===== src/rtl/cfg_disp_pkg.sv =====
// -----------------------------------------------------------------------------
// cfg_disp_pkg
// Shared definitions for the configuration readback display:
//   - conversion FSM state encoding
//   - active-low seven-segment codes, bit order {g,f,e,d,c,b,a}
//   - display geometry and value width
//   - seg_decode(): BCD digit to segment pattern (non-decimal codes blank)
// -----------------------------------------------------------------------------
package cfg_disp_pkg;

  localparam int NUM_DIGITS = 4;
  localparam int VAL_W      = 5;

  typedef enum logic [1:0] {
    ST_IDLE  = 2'd0,
    ST_SHIFT = 2'd1,
    ST_DONE  = 2'd2
  } conv_state_e;

  localparam logic [6:0] SEG_0     = 7'b1000000;
  localparam logic [6:0] SEG_1     = 7'b1111001;
  localparam logic [6:0] SEG_2     = 7'b0100100;
  localparam logic [6:0] SEG_3     = 7'b0110000;
  localparam logic [6:0] SEG_4     = 7'b0011001;
  localparam logic [6:0] SEG_5     = 7'b0010010;
  localparam logic [6:0] SEG_6     = 7'b0000010;
  localparam logic [6:0] SEG_7     = 7'b1111000;
  localparam logic [6:0] SEG_8     = 7'b0000000;
  localparam logic [6:0] SEG_9     = 7'b0010000;
  localparam logic [6:0] SEG_BLANK = 7'b1111111;

  function automatic logic [6:0] seg_decode(input logic [3:0] digit);
    logic [6:0] seg;
    seg = SEG_BLANK;
    case (digit)
      4'd0: seg = SEG_0;
      4'd1: seg = SEG_1;
      4'd2: seg = SEG_2;
      4'd3: seg = SEG_3;
      4'd4: seg = SEG_4;
      4'd5: seg = SEG_5;
      4'd6: seg = SEG_6;
      4'd7: seg = SEG_7;
      4'd8: seg = SEG_8;
      4'd9: seg = SEG_9;
      default: seg = SEG_BLANK;
    endcase
    return seg;
  endfunction

endpackage


===== src/rtl/cfg_readback_display_if.sv =====
// -----------------------------------------------------------------------------
// cfg_readback_display_if
// Bundles the register-bank side (h_select, h0..h3) and the board display side
// (AN, SEG, DP) plus the converter busy flag.
//   master : register bank / board top  -> drives h_*, observes AN/SEG/DP/busy
//   slave  : cfg_readback_display        -> reads h_*, drives AN/SEG/DP/busy
// -----------------------------------------------------------------------------
interface cfg_readback_display_if;
  import cfg_disp_pkg::*;

  logic [1:0]       h_select;
  logic [VAL_W-1:0] h0;
  logic [VAL_W-1:0] h1;
  logic [VAL_W-1:0] h2;
  logic [2:0]       h3;
  logic [7:0]       AN;
  logic [6:0]       SEG;
  logic             DP;
  logic             busy;

  modport master (
    output h_select, h0, h1, h2, h3,
    input  AN, SEG, DP, busy
  );

  modport slave (
    input  h_select, h0, h1, h2, h3,
    output AN, SEG, DP, busy
  );

endinterface


===== src/rtl/bin2bcd_seq.sv =====
// -----------------------------------------------------------------------------
// bin2bcd_seq
// Sequential double-dabble converter for a VAL_W-bit binary value.
//   clk, rst : clock, asynchronous active-low reset
//   start    : accepted only in IDLE; captures bin
//   bin      : binary input
//   busy     : high from the capture edge until DONE is left
//   done     : high for the single DONE cycle; ones/tens valid then
//   ones     : BCD units digit
//   tens     : BCD tens digit
// -----------------------------------------------------------------------------
module bin2bcd_seq
  import cfg_disp_pkg::*;
(
  input  logic             clk,
  input  logic             rst,
  input  logic             start,
  input  logic [VAL_W-1:0] bin,
  output logic             busy,
  output logic             done,
  output logic [3:0]       ones,
  output logic [3:0]       tens
);

  // Working register layout: {tens[3:0], ones[3:0], bin[VAL_W-1:0]}
  localparam int SR_W = 8 + VAL_W;

  conv_state_e     state_q, state_d;
  logic [SR_W-1:0] sr_q, sr_d, adj;
  logic [2:0]      cnt_q, cnt_d;

  // State register
  always_ff @(posedge clk or negedge rst) begin
    if (!rst) state_q <= ST_IDLE;
    else      state_q <= state_d;
  end

  // Next-state logic
  always_comb begin
    state_d = state_q;
    case (state_q)
      ST_IDLE:  if (start) state_d = ST_SHIFT;
      ST_SHIFT: if (cnt_q == 3'(VAL_W - 1)) state_d = ST_DONE;
      ST_DONE:  state_d = ST_IDLE;
      default:  state_d = ST_IDLE;
    endcase
  end

  // Outputs
  always_comb begin
    busy = (state_q != ST_IDLE);
    done = (state_q == ST_DONE);
  end

  // Datapath: one correct-then-shift step per SHIFT cycle
  always_comb begin
    sr_d  = sr_q;
    cnt_d = cnt_q;
    adj   = sr_q;
    case (state_q)
      ST_IDLE: begin
        if (start) begin
          sr_d  = {8'd0, bin};
          cnt_d = 3'd0;
        end
      end
      ST_SHIFT: begin
        if (adj[VAL_W+3:VAL_W] >= 4'd5)   adj[VAL_W+3:VAL_W]   = adj[VAL_W+3:VAL_W] + 4'd3;
        if (adj[VAL_W+7:VAL_W+4] >= 4'd5) adj[VAL_W+7:VAL_W+4] = adj[VAL_W+7:VAL_W+4] + 4'd3;
        sr_d  = {adj[SR_W-2:0], 1'b0};
        cnt_d = cnt_q + 3'd1;
      end
      default: ;
    endcase
  end

  always_ff @(posedge clk or negedge rst) begin
    if (!rst) begin
      sr_q  <= '0;
      cnt_q <= 3'd0;
    end else begin
      sr_q  <= sr_d;
      cnt_q <= cnt_d;
    end
  end

  assign ones = sr_q[VAL_W+3:VAL_W];
  assign tens = sr_q[VAL_W+7:VAL_W+4];

endmodule


===== src/rtl/cfg_readback_display.sv =====
// -----------------------------------------------------------------------------
// cfg_readback_display
// Shows the selected configuration register in decimal on the Nexys A7
// seven-segment display: units on digit 0, tens on digit 1 (blank when zero),
// digit 2 blank, register index on digit 3. Digits 7..4 stay dark.
//   clk  : system clock
//   rst  : asynchronous active-low reset
//   bus  : slave side of cfg_readback_display_if (h_select, h0..h3 in;
//          AN, SEG, DP, busy out)
// REFRESH_DIV : clock cycles each digit stays lit (minimum 2)
// -----------------------------------------------------------------------------
module cfg_readback_display
  import cfg_disp_pkg::*;
#(
  parameter int REFRESH_DIV = 100000
) (
  input  logic                   clk,
  input  logic                   rst,
  cfg_readback_display_if.slave  bus
);

  localparam int RCNT_W = (REFRESH_DIV > 1) ? $clog2(REFRESH_DIV) : 1;
  localparam logic [RCNT_W-1:0] RCNT_MAX = RCNT_W'(REFRESH_DIV - 1);

  logic [VAL_W-1:0] sel_val;
  logic             trigger;
  logic             conv_busy, conv_done;
  logic [3:0]       conv_ones, conv_tens;

  logic [VAL_W-1:0] last_val_q;
  logic [1:0]       last_sel_q;
  logic             valid_q;
  logic [3:0]       ones_q, tens_q;
  logic [1:0]       idx_q;

  logic [RCNT_W-1:0] rcnt_q;
  logic [1:0]        digit_q;
  logic [7:0]        an_d, an_q;
  logic [6:0]        seg_d, seg_q;

  always_comb begin
    sel_val = '0;
    case (bus.h_select)
      2'd0:    sel_val = bus.h0;
      2'd1:    sel_val = bus.h1;
      2'd2:    sel_val = bus.h2;
      default: sel_val = {2'b00, bus.h3};
    endcase
  end

  // Converter busy doubles as "not in IDLE": changes during a conversion are
  // simply re-evaluated once it returns to IDLE.
  assign trigger = !conv_busy &&
                   (!valid_q || (sel_val != last_val_q) || (bus.h_select != last_sel_q));

  bin2bcd_seq u_bin2bcd (
    .clk   (clk),
    .rst   (rst),
    .start (trigger),
    .bin   (sel_val),
    .busy  (conv_busy),
    .done  (conv_done),
    .ones  (conv_ones),
    .tens  (conv_tens)
  );

  // Capture bookkeeping and display registers
  always_ff @(posedge clk or negedge rst) begin
    if (!rst) begin
      last_val_q <= '0;
      last_sel_q <= 2'd0;
      valid_q    <= 1'b0;
      ones_q     <= 4'd0;
      tens_q     <= 4'd0;
      idx_q      <= 2'd0;
    end else begin
      if (trigger) begin
        last_val_q <= sel_val;
        last_sel_q <= bus.h_select;
      end
      if (conv_done) begin
        ones_q  <= conv_ones;
        tens_q  <= conv_tens;
        idx_q   <= last_sel_q;
        valid_q <= 1'b1;
      end
    end
  end

  // Refresh timebase
  always_ff @(posedge clk or negedge rst) begin
    if (!rst) begin
      rcnt_q  <= '0;
      digit_q <= 2'd0;
    end else if (rcnt_q == RCNT_MAX) begin
      rcnt_q  <= '0;
      digit_q <= digit_q + 2'd1;
    end else begin
      rcnt_q  <= rcnt_q + 1'b1;
    end
  end

  // Anode decode: one low bit among the active digits, upper anodes dark
  for (genvar gi = 0; gi < 8; gi++) begin : g_an
    if (gi < NUM_DIGITS) begin : g_active
      assign an_d[gi] = (digit_q != 2'(gi));
    end else begin : g_dark
      assign an_d[gi] = 1'b1;
    end
  end

  always_comb begin
    seg_d = SEG_BLANK;
    case (digit_q)
      2'd0:    seg_d = seg_decode(ones_q);
      2'd1:    seg_d = (tens_q == 4'd0) ? SEG_BLANK : seg_decode(tens_q);
      2'd2:    seg_d = SEG_BLANK;
      default: seg_d = seg_decode({2'b00, idx_q});
    endcase
  end

  always_ff @(posedge clk or negedge rst) begin
    if (!rst) begin
      an_q  <= 8'hFF;
      seg_q <= SEG_BLANK;
    end else begin
      an_q  <= an_d;
      seg_q <= seg_d;
    end
  end

  assign bus.AN   = an_q;
  assign bus.SEG  = seg_q;
  assign bus.DP   = 1'b1;
  assign bus.busy = conv_busy;

endmodule


===== src/flat_wrapper.sv =====
// flat-port wrapper written by rule: the top's interface ports become plain ports
module cfg_readback_display_flat import cfg_disp_pkg::*;
#(
  parameter int REFRESH_DIV = 100000
)
  (clk, rst, bus_h_select, bus_h0, bus_h1, bus_h2, bus_h3, bus_AN, bus_SEG, bus_DP, bus_busy);
  cfg_readback_display_if bus_i ();
  input  logic clk;
  input  logic rst;
  input wire logic [$bits(bus_i.h_select)-1:0] bus_h_select;
  input wire logic [$bits(bus_i.h0)-1:0] bus_h0;
  input wire logic [$bits(bus_i.h1)-1:0] bus_h1;
  input wire logic [$bits(bus_i.h2)-1:0] bus_h2;
  input wire logic [$bits(bus_i.h3)-1:0] bus_h3;
  output wire logic [$bits(bus_i.AN)-1:0] bus_AN;
  output wire logic [$bits(bus_i.SEG)-1:0] bus_SEG;
  output wire logic [$bits(bus_i.DP)-1:0] bus_DP;
  output wire logic [$bits(bus_i.busy)-1:0] bus_busy;
  assign bus_i.h_select = bus_h_select;
  assign bus_i.h0 = bus_h0;
  assign bus_i.h1 = bus_h1;
  assign bus_i.h2 = bus_h2;
  assign bus_i.h3 = bus_h3;
  assign bus_AN = bus_i.AN;
  assign bus_SEG = bus_i.SEG;
  assign bus_DP = bus_i.DP;
  assign bus_busy = bus_i.busy;
  cfg_readback_display #(.REFRESH_DIV(REFRESH_DIV)) u_core (.clk(clk), .rst(rst), .bus(bus_i));
endmodule

===== config.mk =====
export PLATFORM = sky130hd
export DESIGN_NAME = cfg_readback_display_flat
export DESIGN_NICKNAME = d
export VERILOG_FILES = /design/src/rtl/cfg_disp_pkg.sv /design/src/rtl/cfg_readback_display_if.sv /design/src/rtl/bin2bcd_seq.sv /design/src/rtl/cfg_readback_display.sv /design/src/flat_wrapper.sv
export SDC_FILE = /design/constraint.sdc
export NUM_CORES = 1
export LEC_CHECK = 0
export CORE_ASPECT_RATIO = 0.9
export CORE_MARGIN = 4
export CORE_UTILIZATION = 61
export CTS_CLUSTER_SIZE = 30
export DETAILED_ROUTE_END_ITERATION = 16
export PLACE_DENSITY = 0.85
export RECOVER_POWER = 25
export SLEW_MARGIN = 20
export SYNTH_ARGS = -nofsm -noshare
export SYNTH_HDL_FRONTEND = slang
export SYNTH_HIERARCHICAL = 1
export SYNTH_SLANG_ARGS = --single-unit

===== constraint.sdc =====
create_clock -name clk -period 5.9 [get_ports clk]
set_input_delay 0.59 -clock clk [delete_from_list [all_inputs] [get_ports clk]]
set_output_delay 0.59 -clock clk [all_outputs]
set_load 0.01 [all_outputs]

==> results.toml <==
[global_route]
grt_pass1_wl_um = 12000
antenna_found_initial = 0
grt_max_degree = 67
grt.overflow.total = 0
first_global_vias = 2618
track_usage = 0.207

[worst_setup_path]
r2r-end = "u_core/u_bin2bcd/sr_q[12]$_DFFE_PN0P_"
path_class = "input port to flop"
r2r-start = "u_core/last_sel_q[1]$_DFFE_PN0P_"
reg2regPathDepth = 8
rrSetupSlack_ns = 3.51
critPathArrivalTime_ns = 3.57
cp.required_ns = 6.16
crit_path_end_kind = "flop"
worstPathMaxFanout = 17
cp-start-kind = "input port"

[sta]
clock.fmax_ghz = 0.302
drv_slew = 67
relSlewSlack = -1.20
rsz0062_at_grt = "false"
worst_pin_slew_ns = 3.30
fin_setup_tns_ns = 0
finalHoldViolations = 0
fin_skew_ns = 0.00579
setup_viol = 0
fin_crit_sh = 0.561
min_period_ns = 3.31

[die]
die_w_um = 90.0
initial_utilization = 0.641
io_pins = 39
die_y_um = 81.8
die_area_um2 = 7360
core_um2 = 5760
rows = 26

[synthesis]
ys_ff_latch = 66
synth_cells = 363
synth_warnings = 6
synthTopCellsByArea = "dfrtp_1, dfstp_2, ha_1"
synth_area_leader_cell = "dfrtp_1"
synth_area_um2 = 3690
synth_top_area_frac = 0.373
synth-edff-count = 0
avgSynthCellArea_um2 = 10.2
async_reset_ff_frac = 1.00
synth_cell_type_count = 57
synth-main-ff-cell = "dfrtp_1"
seq_area_frac_synth = 0.451

[place]
place_hpwl_um = 4880
io_buffer_count = 33
placed_area_um2 = 3980
place.gp.congestion = 0.852

[layout]
layout-drive-gt1-share = 0.122
antenna_cells = 0
fin_nets = 434
fin_area_um2 = 4210
syn2layout_area_growth_pct = 14.2

[clock_network]
postCtsHoldBufs = 0
cts_setup_buffers = 0
clkTransAtPathRegs_ns = 0.07
cts_buffers = 9
cts_tree = "done"
clock-sinks = 66
clk_path_buf_depth = 2
clk_latency_ns = 0.35
post_cts_resized = 0
cts_root_buf = "clkbuf_8"
htreeDepth = 3

[route]
drc = 0
wl_per_cell_um = 14.9
vias = 2679
finalWirelength_um = 6900
first_pass_iters = 4
vias_per_cell = 5.77
ant_nets = 0
drt_iter0_markers = 155

[power]
switchingPower_mw = 0.682
swShare = 0.359
pwr-share-seq = 0.388
irDropWorstVdd_mv = 0.349
combPwrFrac = 0.372
p_int_mw = 1.22
power.density_nw_per_um2 = 451
p_clk_frac = 0.241
leakage_nw = 1.80

[worst_hold_path]
whs_path_depth = 2
min-delay-start = "u_core/u_bin2bcd/sr_q[3]$_DFFE_PN0P_"
hold_path_class = "flop to flop"
whs_endpoint = "u_core/u_bin2bcd/sr_q[3]$_DFFE_PN0P_"

[run]
cap_violations = 1

[outcome]
outcome = "finished with violations"
violations = "max-capacitance violations, max-slew violations"
-- sequential cells by signal, indices dropped and copies added, names as in the netlist, 3 cells and up --
| register | cells |
|---|---|
| u_core/bus.SEG | 7 |
| u_core/last_val_q | 5 |
| u_core/bus.AN | 4 |
| u_core/u_bin2bcd/cnt_q | 3 |
| u_core/u_bin2bcd/sr_q | 13 |
| u_core/ones_q | 4 |
| u_core/rcnt_q | 17 |
| u_core/tens_q | 4 |
-- Yosys cell counts (all sizes together), types with 4 or more instances --
master	number
a21oi	8
a22oi	5
buf	18
clkbuf	6
dfrtp	55
dfstp	11
ha	23
inv	29
mux2	12
nand2	36
nand3	9
nand4	6
nor2	24
nor2b	8
o2111ai	4
o211ai	6
o21ai	24
o31ai	4
xnor2	18
xor2	5
-- per-stage QoR --
| stage | hold WS, ns | power [mW] | cells | worst slack [ns] | utilization |
|---|---|---|---|---|---|
| after floorplan | 0.294 | 1.28 | 367 | 3.28 | - |
| after global placement | 0.466 | 1.40 | 448 | 2.39 | 0.690 |
| after detailed placement | 0.474 | 1.44 | 448 | 2.26 | 0.690 |
| after CTS | 0.435 | 1.91 | 464 | 2.58 | 0.732 |
| after global routing | 0.514 | 2.04 | 464 | 1.74 | 0.732 |
| final | 0.495 | 1.90 | 464 | 2.59 | 0.732 |
-- routing by layer --
| layer | routed length, µm | global-route usage |
|---|---|---|
| met4 | 166 | 0.101 |
| met2 | 3380 | 0.358 |
| met1 | 2980 | 0.240 |
| met3 | 380 | 0.0623 |
| met5 | 0 | 0 |
-- cell usage in the layout, fill, tap and decap left out, drive strengths merged, types with 3 or more instances in the layout --
cell and count:
o2111ai 4, clkdlybuf4s50 32, and3 3, mux4 3, ha 23, a21oi 8, nor2 24, o221ai 3
clkbuf 10, mux2i 3, a22o 3, a22oi 5, dfstp 11, nor2b 8, xnor2 18, inv 29
o21ai 24, nand4 6, bufinv 3, nand3 9, o211ai 6, a31oi 3, mux2 12, nand2 36
nor3b 3, clkinv 4, o31ai 4, dfrtp 55, conb 5, a32oi 3, xor2 5
-- worst max-delay path, stage by stage --
cell	delay, ns
clkdlybuf4s50_1	0.75
mux4_2	0.60
xnor2_1	0.17
nand2_1	0.10
o31ai_4	0.41
inv_2	0.07
o21bai_2	0.57
a21oi_1	0.11
o21ai_0	0.19
-- kinds of logic after synthesis --
logic type / Yosys count / share of synthesized area
AND/OR/NAND/NOR: 104 / 0.139
AO/OA/AOI/OAI: 75 / 0.140
flip-flops: 66 / 0.451
buffers and inverters: 53 / 0.0722
adder cells (fa/ha/maj): 23 / 0.0780
XOR/XNOR: 23 / 0.0546
multiplexers: 18 / 0.0631
other: 1 / 0.00102
-- worst max-delay path by stage --
stage | slack [ns] | endpoint | from
after floorplan | 3.28 | u_core/u_bin2bcd/sr_q[7]$_DFFE_PN0P_ | bus_h_select[0]
after global placement | 2.39 | u_core/u_bin2bcd/sr_q[8]$_DFFE_PN0P_ | bus_h_select[1]
after detailed placement | 2.26 | u_core/u_bin2bcd/sr_q[6]$_DFFE_PN0P_ | bus_h_select[0]
after CTS | 2.58 | u_core/u_bin2bcd/sr_q[12]$_DFFE_PN0P_ | bus_h_select[0]
after global routing | 1.74 | u_core/u_bin2bcd/sr_q[11]$_DFFE_PN0P_ | rst
final | 2.59 | u_core/u_bin2bcd/sr_q[12]$_DFFE_PN0P_ | bus_h_select[0]
-- cell type report --
class / count / area, µm²
Clock inverter: 7 / 118
Tap cell: 70 / 87.6
Timing Repair Buffer: 35 / 337
Inverter: 29 / 109
Sequential cell: 66 / 1670
Fill cell: 418 / 1550
Multi-Input combinational cell: 248 / 1770
Clock buffer: 9 / 124
-- power by group through the flow --
| stage | clock network (mW) | logic (mW) | registers [mW] |
|---|---|---|---|
| 6_report | 0.457 | 0.706 | 0.736 |
| 3_3_place_gp | 0 | 0.668 | 0.733 |
| 3_5_place_dp | 0 | 0.699 | 0.744 |
| 2_1_floorplan | 0 | 0.580 | 0.700 |
| 4_1_cts | 0.469 | 0.707 | 0.736 |
| 5_1_grt | 0.490 | 0.790 | 0.763 |
(Power assumes the default switching activity.)
